<file path="config.mk">
export PLATFORM = sky130hd
export DESIGN_NAME = dfa_engine
export DESIGN_NICKNAME = d
export VERILOG_FILES = /design/src/rtl/dfa_pkg.sv /design/src/rtl/dfa_engine.sv
export SDC_FILE = /design/constraint.sdc
export NUM_CORES = 1
export LEC_CHECK = 0
export ABC_CLOCK_PERIOD_IN_PS = 1100
export CELL_PAD_IN_SITES_DETAIL_PLACEMENT = 1
export CELL_PAD_IN_SITES_GLOBAL_PLACEMENT = 1
export CORE_MARGIN = 2
export CORE_UTILIZATION = 35
export DETAILED_ROUTE_END_ITERATION = 10
export GPL_TIMING_DRIVEN = 0
export PLACE_DENSITY = 0.65
export SYNTH_ARGS = -nofsm -noshare
export SYNTH_HDL_FRONTEND = slang
export SYNTH_SLANG_ARGS = --single-unit
</file>
<file path="constraint.sdc">
create_clock -name clk -period 1.1 [get_ports clk]
set_input_delay 0.11 -clock clk [delete_from_list [all_inputs] [get_ports clk]]
set_output_delay 0.11 -clock clk [all_outputs]
set_load 0.1 [all_outputs]
</file>
<file path="src/rtl/dfa_pkg.sv">
// Shared types for the DFA equivalence checker: checker FSM states and config opcodes.
package dfa_pkg;

   typedef enum logic [1:0] {
      CFG  = 2'd0,
      RUN  = 2'd1,
      FAIL = 2'd2
   } chk_state_e;

   typedef enum logic [1:0] {
      OP_TRANS = 2'd0,
      OP_ACC   = 2'd1,
      OP_START = 2'd2
   } cfg_op_e;

   localparam int NUM_DFA = 2;

endpackage

</file>
<file path="src/rtl/dfa_engine.sv">
// One table-driven DFA: transition table, accept vector, start and current state.
module dfa_engine
   import dfa_pkg::*;
#(
   parameter int STATE_W = 2,
   parameter int SYM_W   = 1
) (
   input  logic               clk,
   input  logic               reset,
   input  logic               cfg_we,
   input  logic [1:0]         cfg_op,
   input  logic [STATE_W-1:0] cfg_state,
   input  logic [SYM_W-1:0]   cfg_sym,
   input  logic [STATE_W-1:0] cfg_data,
   input  logic               load_start,
   input  logic               step,
   input  logic [SYM_W-1:0]   sym,
   output logic               out
);

   localparam int NS = 2**STATE_W;
   localparam int NA = 2**SYM_W;

   logic [NS-1:0][NA-1:0][STATE_W-1:0] trans;
   logic [NS-1:0]                      acc;
   logic [STATE_W-1:0]                 start;
   logic [STATE_W-1:0]                 cur;

   always_ff @(posedge clk or posedge reset) begin
      if (reset) begin
         trans <= '0;
         acc   <= '0;
         start <= '0;
      end else if (cfg_we) begin
         case (cfg_op_e'(cfg_op))
            OP_TRANS: trans[cfg_state][cfg_sym] <= cfg_data;
            OP_ACC:   acc[cfg_state]            <= cfg_data[0];
            OP_START: start                     <= cfg_data;
            default:  ;
         endcase
      end
   end

   // load_start wins over step; the top never asserts both, but keep it safe.
   always_ff @(posedge clk or posedge reset) begin
      if (reset)
         cur <= '0;
      else if (load_start)
         cur <= start;
      else if (step)
         cur <= trans[cur][sym];
   end

   assign out = acc[cur];

endmodule

</file>
* Word-level counts from Yosys, hierarchy flattened *
Index checks and enable logic that the tools add are counted.

cells by class
  mux-type cells = 16
  reduce and logical (&&, ||, !) cells = 7
  magnitude comparators = 6
  equal/unequal tests = 2

operators with widths
  operator                                             count
  bitwise mux 16 bit                                   1
  2-to-1 mux 2 bit                                     5
  binary-select mux 4 bit (select 2 bit)               1
  demux 4 bit (select 2 bit)                           1
  2-to-1 mux 4 bit                                     2
  < comparator 2 x 3 -> 1 bit, second input constant   2
  AND reduction 2 bit                                  3
  bitwise mux 4 bit                                    1
  < comparator 1 x 2 -> 1 bit, second input constant   2
  binary-select mux 1 bit (select 2 bit)               1
  demux 1 bit (select 2 bit)                           1
  demux 2 bit (select 1 bit)                           1
  equality test 2 x 1 -> 1 bit, second input constant  1
  equality test 2 bit, second input constant           1
  >= comparator 2 x 1 -> 1 bit, second input constant  1
  logical AND 1 bit                                    2
  zero test 2 bit                                      1
  2-to-1 mux 1 bit                                     2
  nonzero test 2 bit                                   1
  >= comparator 1 bit, second input constant           1

word-level totals
  word-level logic and storage cells = 42
  flip-flop bits (word level) = 24
  input port bits = 13
  output and inout port bits = 1

* Logic depth before layout (Yosys ltp) *
Gate-level depths: netlist of run 1.

  depth in word-level cells = 7
  gate-level depth with buffers = 4
  depth with buffers taken out = 3

* Least setup slack after synthesis of run 1 *
No wires, ideal clock.

  path type = register to output
  from = reg cur[0]
  to = out out
  setup slack = -450 ps
  buffers on the path = 1
  stages on the path, launching flop included = 3
  data arrival time = 1440 ps
  required time = 990 ps
  cells stage by stage = dfrtp_1 > buf_6 > mux4_1

between the ends
  cells in the longest elaborated chain, start to end = 2

RTL lines
  element                                 RTL line          text
  start: declaration                      dfa_engine.sv:27  logic [STATE_W-1:0] cur;
  start signal: assignment                dfa_engine.sv:49  cur <= start;
  start signal: assignment                dfa_engine.sv:51  cur <= trans[cur][sym];
  binary-select mux 1 bit (select 2 bit)  dfa_engine.sv:54  assign out = acc[cur];
  2-to-1 mux 1 bit (not written as such)  dfa_engine.sv:54
  end: declaration                        dfa_engine.sv:18  output logic out

Every way passes these cells. The select of a mux whose other input is x is not followed.

* Worst setup path in the final report of run 1 *
Same ends and word-level chain as after synthesis.

==> results.json, run 1 <==
{
  "status": "finished with violations",
  "violations": "negative setup slack",
  "synth_flop_cell": "dfrtp_1",
  "p_seq_frac": 0.465,
  "critPathCaptureType": "output port",
  "die_h_um": 64.0,
  "swShare": 0.306,
  "grt_pass1_vias": 885,
  "net-switching-power_uw": 754,
  "clk_latency_ns": 0.33,
  "syn_area_um2": 1260,
  "design.die.area_um2": 4090,
  "period_share": 1.49,
  "r2r_setup_slack_ns": -0.46,
  "via_count": 788,
  "setup_viol": 3,
  "avgSynthCellArea_um2": 13.7,
  "synth.distinct_cells": 28,
  "max_slew.worst_pin.slew_ns": 0.910,
  "synth_async_sr_flop_share": 1.00,
  "drive_gt1_frac": 0.469,
  "rsz0062_at_grt": "true",
  "r2r-start": "cur[0]",
  "grt_first_pass_wirelength_mm": 4.45,
  "synth-edff-count": 0,
  "min_path_type": "in2reg",
  "cts_tree": "yes",
  "ios": 14,
  "p_int_uw": 1710,
  "numCtsBuffers": 3,
  "start_util": 0.371,
  "htree_levels": 1,
  "crit_fanout": 2,
  "reg2regPathDepth": 6,
  "r2r-end": "cur[1]",
  "slew_headroom": 0.393,
  "slew_viol_final": 0,
  "timing.hold.ws_ns": 0.206,
  "syn_nets": 105,
  "start_kind": "flop",
  "grt_start_max_net_pins": 25,
  "rows": 21,
  "min-delay-start": "cfg_op[1]",
  "coreArea_um2": 3390,
  "synth.area.top_cells": "dfrtp_1 (48%), mux2_2 (20%), mux2_4 (3.6%)",
  "ys_warn_count": 0,
  "synth.top_cell.area_share": 0.477,
  "path_class": "reg2out",
  "synthCells": 92,
  "skew_ns": 0.0247,
  "finalWorstSetupSlack_ns": -0.536,
  "fill_cells": 347,
  "power.share.clock": 0.195,
  "cts.path.max_buffers": 2,
  "p_leak_uw": 0.000666,
  "final_area_um2": 1550,
  "io_buffers": 13,
  "cp_data_arrival_time_ns": 1.53,
  "grt_usage": 0.143,
  "wl_per_cell_um": 16.5,
  "dp_hpwl_mm": 1.86,
  "drc": 0,
  "cts_root_buffer": "clkbuf_4",
  "place_congestion": 0.707,
  "drtIter0Drc": 12,
  "placed_cell_area_um2": 1450,
  "ant_nets": 0,
  "path_clk_slew_ns": 0.15,
  "final_cells": 159,
  "fin_crit_ns": 1.64,
  "synth.largest_area_cell": "dfrtp_1",
  "die_x_um": 64.0,
  "postCtsHoldBufs": 0,
  "drt_wl_total_mm": 2.62,
  "area.growth.synth_to_final_pct": 22.9,
  "worstPathRequired_ns": 0.99,
  "hold_end": "start[0]",
  "powerDensity_nw_per_um2": 1600,
  "via_per_inst": 4.96,
  "drt-pass1-iter-count": 4,
  "diodes": 0,
  "yosysMostFrequentCell": "dfrtp_1",
  "clkSinkCount": 24,
  "synth_top_cells_by_count": "dfrtp_1 (24), mux2_2 (22), nand2_1 (5)",
  "ys_seq_area_frac": 0.477,
  "max_freq_mhz": 611,
  "ys_seq_elements": 24,
  "cap_violations": 0,
  "placedCellCount": 151,
  "gr-total-overflow": 0,
  "vdd_ir_drop_max_uv": 767,
  "antenna_found_initial": 0,
  "nets": 127,
  "whs_path_depth": 3,
  "p_comb_frac": 0.340,
  "timing.final.hold_violations": 0
}
## critical path, cell delays in order (launching register included)
cell and delay [ns]:
dfrtp_1 0.37, buf_6 0.11, mux4_2 0.52, buf_12 0.19
## sequential cells by signal, summed over array words and instances, names as in the netlist
| signal | flops |
|---|---|
| acc | 4 |
| trans | 16 |
| start | 2 |
| cur | 2 |
## kinds of logic (layout without fill, tap and decap cells)
family          after synthesis  in the layout  synth area share
simple gates                 27             27             0.153
flops                        24             24             0.477
compound gates                6              6            0.0477
buf+inv                       5             26            0.0268
mux                          30             30             0.295
## timing repair
item                                    4_1_cts  5_1_grt
pin swaps                                     1        5
endpoints found under the setup margin       23        5
gates resized for setup                      16        9
setup buffers                                 1        3
## layer usage
layer / GRT usage / wire length [µm] / vias to the layer above
li1: - / - / 376
met1: 0.194 / 1200 / 397
met2: 0.233 / 1290 / 15
met3: 0.0352 / 130 / 0
met4: 0.0245 / 0 / 0
met5: 0 / 0 / -
## cell usage in the layout (no fill, tap or decap), types with 2 or more instances in the layout
cell type and count:
nor2_1 2, nand3b_1 2, clkdlybuf4s50_1 6, buf_4 3
mux4_2 2, nand2_2 4, nor2b_1 3, mux2_4 3
and2b_1 3, mux2i_1 3, dlygate4sd2_1 4, clkbuf_4 3
buf_6 2, nand2_1 4, mux2_2 22, nor3b_2 2
dfrtp_1 24, inv_1 2
## how the worst max path moves through the flow
stage,from,to,cells past startpoint
floorplan,cur[0],out,2
global placement,cur[0],out,3
detailed placement,cur[0],out,3
CTS,cur[0],out,3
global route,cur[0],out,3
finish,cur[0],out,3
## power groups by stage
stage / Combinational, µW / Clock (µW) / Sequential, µW
floorplan: 554 / 0 / 1130
global placement: 714 / 0 / 1160
detailed placement: 724 / 0 / 1160
CTS: 778 / 502 / 1150
global route: 906 / 537 / 1170
finish: 840 / 481 / 1150
## through the flow
step,utilization,total power (µW),setup slack (ns),setup TNS (ns)
after floorplan,-,1690,-0.231,-0.477
after detailed placement,0.426,1890,-0.968,-14.89
after CTS,0.441,2430,-0.551,-1.18
final,0.456,2470,-0.536,-1.29
after global routing,0.456,2610,-0.631,-1.53
after global placement,0.426,1870,-0.965,-13.50
## cell type report
type                            count  area (µm²)  share of cell area
Clock buffer                        4        36.3              0.0235
Timing Repair Buffer               17         168               0.108
Buffer                              3        26.3              0.0170
Multi-Input combinational cell     63         651               0.421
Tap cell                           46        57.6              0.0372
Inverter                            2        7.51             0.00485
Sequential cell                    24         601               0.388
(Power assumes the default switching activity.)
==> run 2, diff against run 1 <==
--- a/config.mk
+++ b/config.mk
@@ -8,6 +8,7 @@
 export ABC_CLOCK_PERIOD_IN_PS = 1100
 export CELL_PAD_IN_SITES_DETAIL_PLACEMENT = 1
 export CELL_PAD_IN_SITES_GLOBAL_PLACEMENT = 1
+export CORE_ASPECT_RATIO = 1.1
 export CORE_MARGIN = 2
 export CORE_UTILIZATION = 35
 export DETAILED_ROUTE_END_ITERATION = 10
==> run 2 against run 1 <==
The run still ends with negative setup slack left. Flip-flop and latch count is the same. Wire length shrank 1.1%. Worst setup slack gained 0.060 ns. Clock power shrank 2%. Global-route usage grew 1.2 points. Final cell count shrank 0.63%. Non-clock buffer count shrank 3. Design area shrank 3.0%. Critical path depth shrank 1. Via count grew 1.4%. Clock skew shrank 0.022 ns. Sequential share of layout area grew 1.3 points. Largest cell class unchanged. Highest routed layer is now met4.
==> results.json, run 2 (synthesis gave the netlist of run 1 again) <==
{
  "worstPathRequired_ns": 0.99,
  "cpLargestDelayFamily": "multiplexers",
  "slew_viol_final": 0,
  "path_cells": "mux4_2 > buf_12",
  "min_path_type": "in2reg",
  "grt_busiest_layer": "met2",
  "grt_use_met3": 0.0466,
  "rows": 22,
  "placed_cell_area_um2": 1450,
  "p_leak_uw": 0.000643,
  "powerDensity_nw_per_um2": 1600,
  "diodes": 0,
  "largestRegisters": "trans x16, acc x4",
  "final_area_um2": 1500,
  "cap_violations": 0,
  "io_buffers": 13,
  "numCtsBuffers": 3,
  "via_per_inst": 5.06,
  "crit_slowest_cell": "mux4_2",
  "postCtsHoldBufs": 0,
  "violations": "negative setup slack",
  "p_comb_frac": 0.322,
  "path_class": "reg2out",
  "cts.path.max_buffers": 2,
  "path_clk_slew_ns": 0.13,
  "grt_use_met2": 0.257,
  "critPathCaptureType": "output port",
  "antenna_found_initial": 0,
  "drt_wl_total_mm": 2.59,
  "coreArea_um2": 3390,
  "drive_gt1_frac": 0.445,
  "drtIter0Drc": 19,
  "start_util": 0.372,
  "max_freq_mhz": 634,
  "cp_num_buf_inv": 1,
  "cp_data_arrival_time_ns": 1.47,
  "regMostFlops": "trans",
  "status": "finished with violations",
  "design.die.area_um2": 4090,
  "area.growth.synth_to_final_pct": 19.2,
  "power.share.clock": 0.196,
  "timing.final.hold_violations": 0,
  "net-switching-power_uw": 722,
  "fill_cells": 378,
  "layout_commonest_cell": "dfrtp_1",
  "p_seq_frac": 0.482,
  "period_share": 1.43,
  "multi_input_area_um2": 627,
  "vdd_ir_drop_max_uv": 721,
  "max_slew.worst_pin.slew_ns": 0.924,
  "cts_root_buffer": "clkbuf_4",
  "via_count": 799,
  "use_met1": 0.188,
  "finalWorstSetupSlack_ns": -0.477,
  "clk_latency_ns": 0.32,
  "swShare": 0.302,
  "nets": 124,
  "ant_nets": 0,
  "crit_fanout": 2,
  "clkSinkCount": 24,
  "die_h_um": 66.9,
  "preCtsSetupSlack_ns": -0.984,
  "rsz0062_at_grt": "true",
  "start_kind": "flop",
  "skew_ns": 0.00274,
  "die_x_um": 61.2,
  "slew_headroom": 0.383,
  "layout_common_cells": "dfrtp_1 (23), mux2_2 (22), clkdlybuf4s50_1 (6)",
  "wl_per_cell_um": 16.4,
  "grt_start_max_net_pins": 25,
  "cts_tree": "yes",
  "p_int_uw": 1670,
  "htree_levels": 1,
  "register_area_um2": 602,
  "gr-total-overflow": 0,
  "drt-pass1-iter-count": 3,
  "cpPeakStageDelay_ns": 0.54,
  "ios": 14,
  "place_congestion": 0.758,
  "fin_crit_ns": 1.58,
  "total_power_uw": 2390,
  "grt_first_pass_wirelength_mm": 4.45,
  "dp_hpwl_mm": 1.95,
  "drc": 0,
  "largest_register_ff_count": 16,
  "grt_usage": 0.154,
  "grt_pass1_vias": 885,
  "setup_viol": 3
}
[run 2: worst register-to-register path, cell delays in order, from the launching register on]
cell and delay (ns):
dfrtp_2 0.46, buf_4 0.15, buf_8 0.14, mux2_4 0.31, a221oi_2 0.25, o31ai_1 0.10
[run 2: layer usage]
metal | wire, µm | up-vias
li1 | - | 369
met1 | 1120 | 406
met2 | 1310 | 17
met3 | 122 | 7
met4 | 38 | 0
met5 | 0 | -
[run 2: path summary, 6_finish.rpt]
check	from	slack, ns	to	cells past startpoint
max reg2reg	cur[0]	-0.40	cur[1]	5
max in group asynchronous	reset	0.20	cur[0]	2
min	cfg_op[1]	0.22	start[0]	3
min reg2reg	acc[2]	0.52	acc[2]	1
max	cur[0]	-0.48	out	2
min in group asynchronous	reset	0.28	cur[1]	2
[run 2: through the flow]
step	utilization	setup TNS [ns]	hold slack, ns	cells
global placement	0.428	-14.27	0.483	153
detailed placement	0.428	-15.82	0.492	153
floorplan	-	-0.477	0.125	92
CTS	0.447	-1.26	0.322	159
global route	0.443	-1.25	0.232	158
finish	0.443	-1.09	0.223	158
[run 2: area by class of cell]
class,count,area share
buffer,2,0.0100
clock buffer,4,0.0242
inverter,2,0.00500
multi-input combinational,63,0.418
sequential,24,0.401
tap,48,0.0400
timing repair buffer,15,0.102
[run 2: timing repair]
action / CTS / global route
setup buffers: 2 / 0
resized for setup: 19 / 4
pin swaps: 3 / 4
endpoints found under the setup margin: 23 / 5
[run 2: power by group through the flow]
stage                     Combinational [µW]  Sequential (µW)  Clock [µW]
final                                    770             1150         469
after global placement                   710             1160           0
after CTS                                805             1150         505
after detailed placement                 729             1170           0
after global routing                     826             1180         534
after floorplan                          554             1130           0
==> run 3, diff against run 2 <==
--- a/config.mk
+++ b/config.mk
@@ -14,6 +14,7 @@
 export DETAILED_ROUTE_END_ITERATION = 10
 export GPL_TIMING_DRIVEN = 0
 export PLACE_DENSITY = 0.65
+export SKIP_CTS_REPAIR_TIMING = 1
 export SYNTH_ARGS = -nofsm -noshare
 export SYNTH_HDL_FRONTEND = slang
 export SYNTH_SLANG_ARGS = --single-unit
==> run 3 against run 2 <==
The flow still finishes with violations (negative setup slack). Global-route usage decreased by 0.32 points. Utilization rose by 1.4 points. Worst setup slack got worse by 0.039 ns. Clock power is 1% lower. Maximum frequency is 2.4% lower. Non-clock buffer count up 4. Total power rose by 0.57%.
==> results.json, run 3 (synthesis gave the netlist of run 1 again) <==
{
  "status": "finished with violations",
  "violations": "negative setup slack",
  "cts_tree": "yes",
  "timing.hold.ws_ns": 0.270,
  "timing.final.hold_violations": 0,
  "rows": 22,
  "final_area_um2": 1550,
  "skew_ns": 0.00363,
  "period_share": 1.47,
  "placed_cell_area_um2": 1450,
  "vdd_ir_drop_max_uv": 728,
  "coreArea_um2": 3390,
  "start_kind": "flop",
  "path_class": "reg2out",
  "grt_start_max_net_pins": 25,
  "grt_first_pass_wirelength_mm": 4.37,
  "largest_register_ff_count": 16,
  "finalWorstSetupSlack_ns": -0.516,
  "gr-total-overflow": 0,
  "ios": 14,
  "rsz0062_at_grt": "true",
  "layout_commonest_cell": "dfrtp_1",
  "via_count": 826,
  "die_h_um": 66.9,
  "total_power_uw": 2410,
  "drt_wl_total_mm": 2.63,
  "ant_nets": 0,
  "start_util": 0.372,
  "design.die.area_um2": 4090,
  "drive_gt1_frac": 0.447,
  "via_per_inst": 5.10,
  "wl_per_cell_um": 16.2,
  "place_congestion": 0.758,
  "path_clk_slew_ns": 0.12,
  "critPathCaptureType": "output port",
  "largestRegisters": "trans x16, acc x4",
  "diodes": 0,
  "clkSinkCount": 24,
  "drtIter0Drc": 14,
  "area.growth.synth_to_final_pct": 23.1,
  "dp_hpwl_mm": 1.95,
  "grt_pass1_vias": 864,
  "crit_fanout": 5,
  "clk_latency_ns": 0.31,
  "drc": 0,
  "min_path_type": "in2reg",
  "max_slew.worst_pin.slew_ns": 0.919,
  "numCtsBuffers": 3,
  "max_freq_mhz": 619,
  "p_leak_uw": 0.000711,
  "nets": 128,
  "preCtsSetupSlack_ns": -0.984,
  "grt_usage": 0.151,
  "cp_data_arrival_time_ns": 1.51,
  "worstPathRequired_ns": 0.99,
  "slew_headroom": 0.387,
  "io_buffers": 13,
  "cap_violations": 0,
  "antenna_found_initial": 0,
  "powerDensity_nw_per_um2": 1550,
  "slew_viol_final": 0,
  "setup_viol": 3,
  "layout_common_cells": "dfrtp_1 (24), mux2_2 (22), clkdlybuf4s50_1 (6), dlymetal6s2s_1 (6)",
  "drt-pass1-iter-count": 4,
  "regMostFlops": "trans",
  "htree_levels": 1,
  "setup-tns-final_ns": -1.15,
  "cts_root_buffer": "clkbuf_4",
  "cts.path.max_buffers": 2,
  "fin_crit_ns": 1.62,
  "die_x_um": 61.2
}
## run 3: cell type report
cell class	instances	area (µm²)
buffer	3	26.3
clock buffer	4	36.3
fill	377	1840
inverter	2	7.51
multi-input combinational	63	627
sequential	24	601
tap	48	60.1
timing repair buffer	18	191
## run 3: through the flow
step / utilization / cells
6_report: 0.458 / 162
5_1_grt: 0.458 / 162
4_1_cts: 0.438 / 157
3_5_place_dp: 0.428 / 153
3_3_place_gp: 0.428 / 153
2_1_floorplan: - / 92
## run 3: per-layer routing
layer / track usage / vias to the layer above / wire, µm
li1: - / 376 / -
met1: 0.188 / 430 / 1150
met2: 0.251 / 15 / 1380
met3: 0.0369 / 5 / 81
met4: 0.0489 / 0 / 21
met5: 0 / - / 0
## run 3: power breakdown
| part | switching [µW] | total, µW | internal [µW] |
|---|---|---|---|
| registers | 88.7 | 1150 | 1060 |
| logic | 371 | 799 | 428 |
| clock network | 259 | 462 | 202 |
## run 3: worst max-delay path, stage by stage, from the launching register on
cell and delay (ns):
dfrtp_1 0.36, buf_6 0.12, mux4_2 0.52, buf_8 0.19
## run 3: path summary, 6_finish.rpt
kind                           start         to  slack [ns]  cells after the start
max                           cur[0]        out       -0.52                      3
min                           cfg_we   start[0]        0.27                      3
max reg2reg                   cur[0]     cur[1]       -0.43                      6
min reg2reg                trans[10]  trans[10]        0.52                      1
max in group asynchronous      reset     acc[1]        0.26                      2
min in group asynchronous      reset  trans[14]        0.29                      2
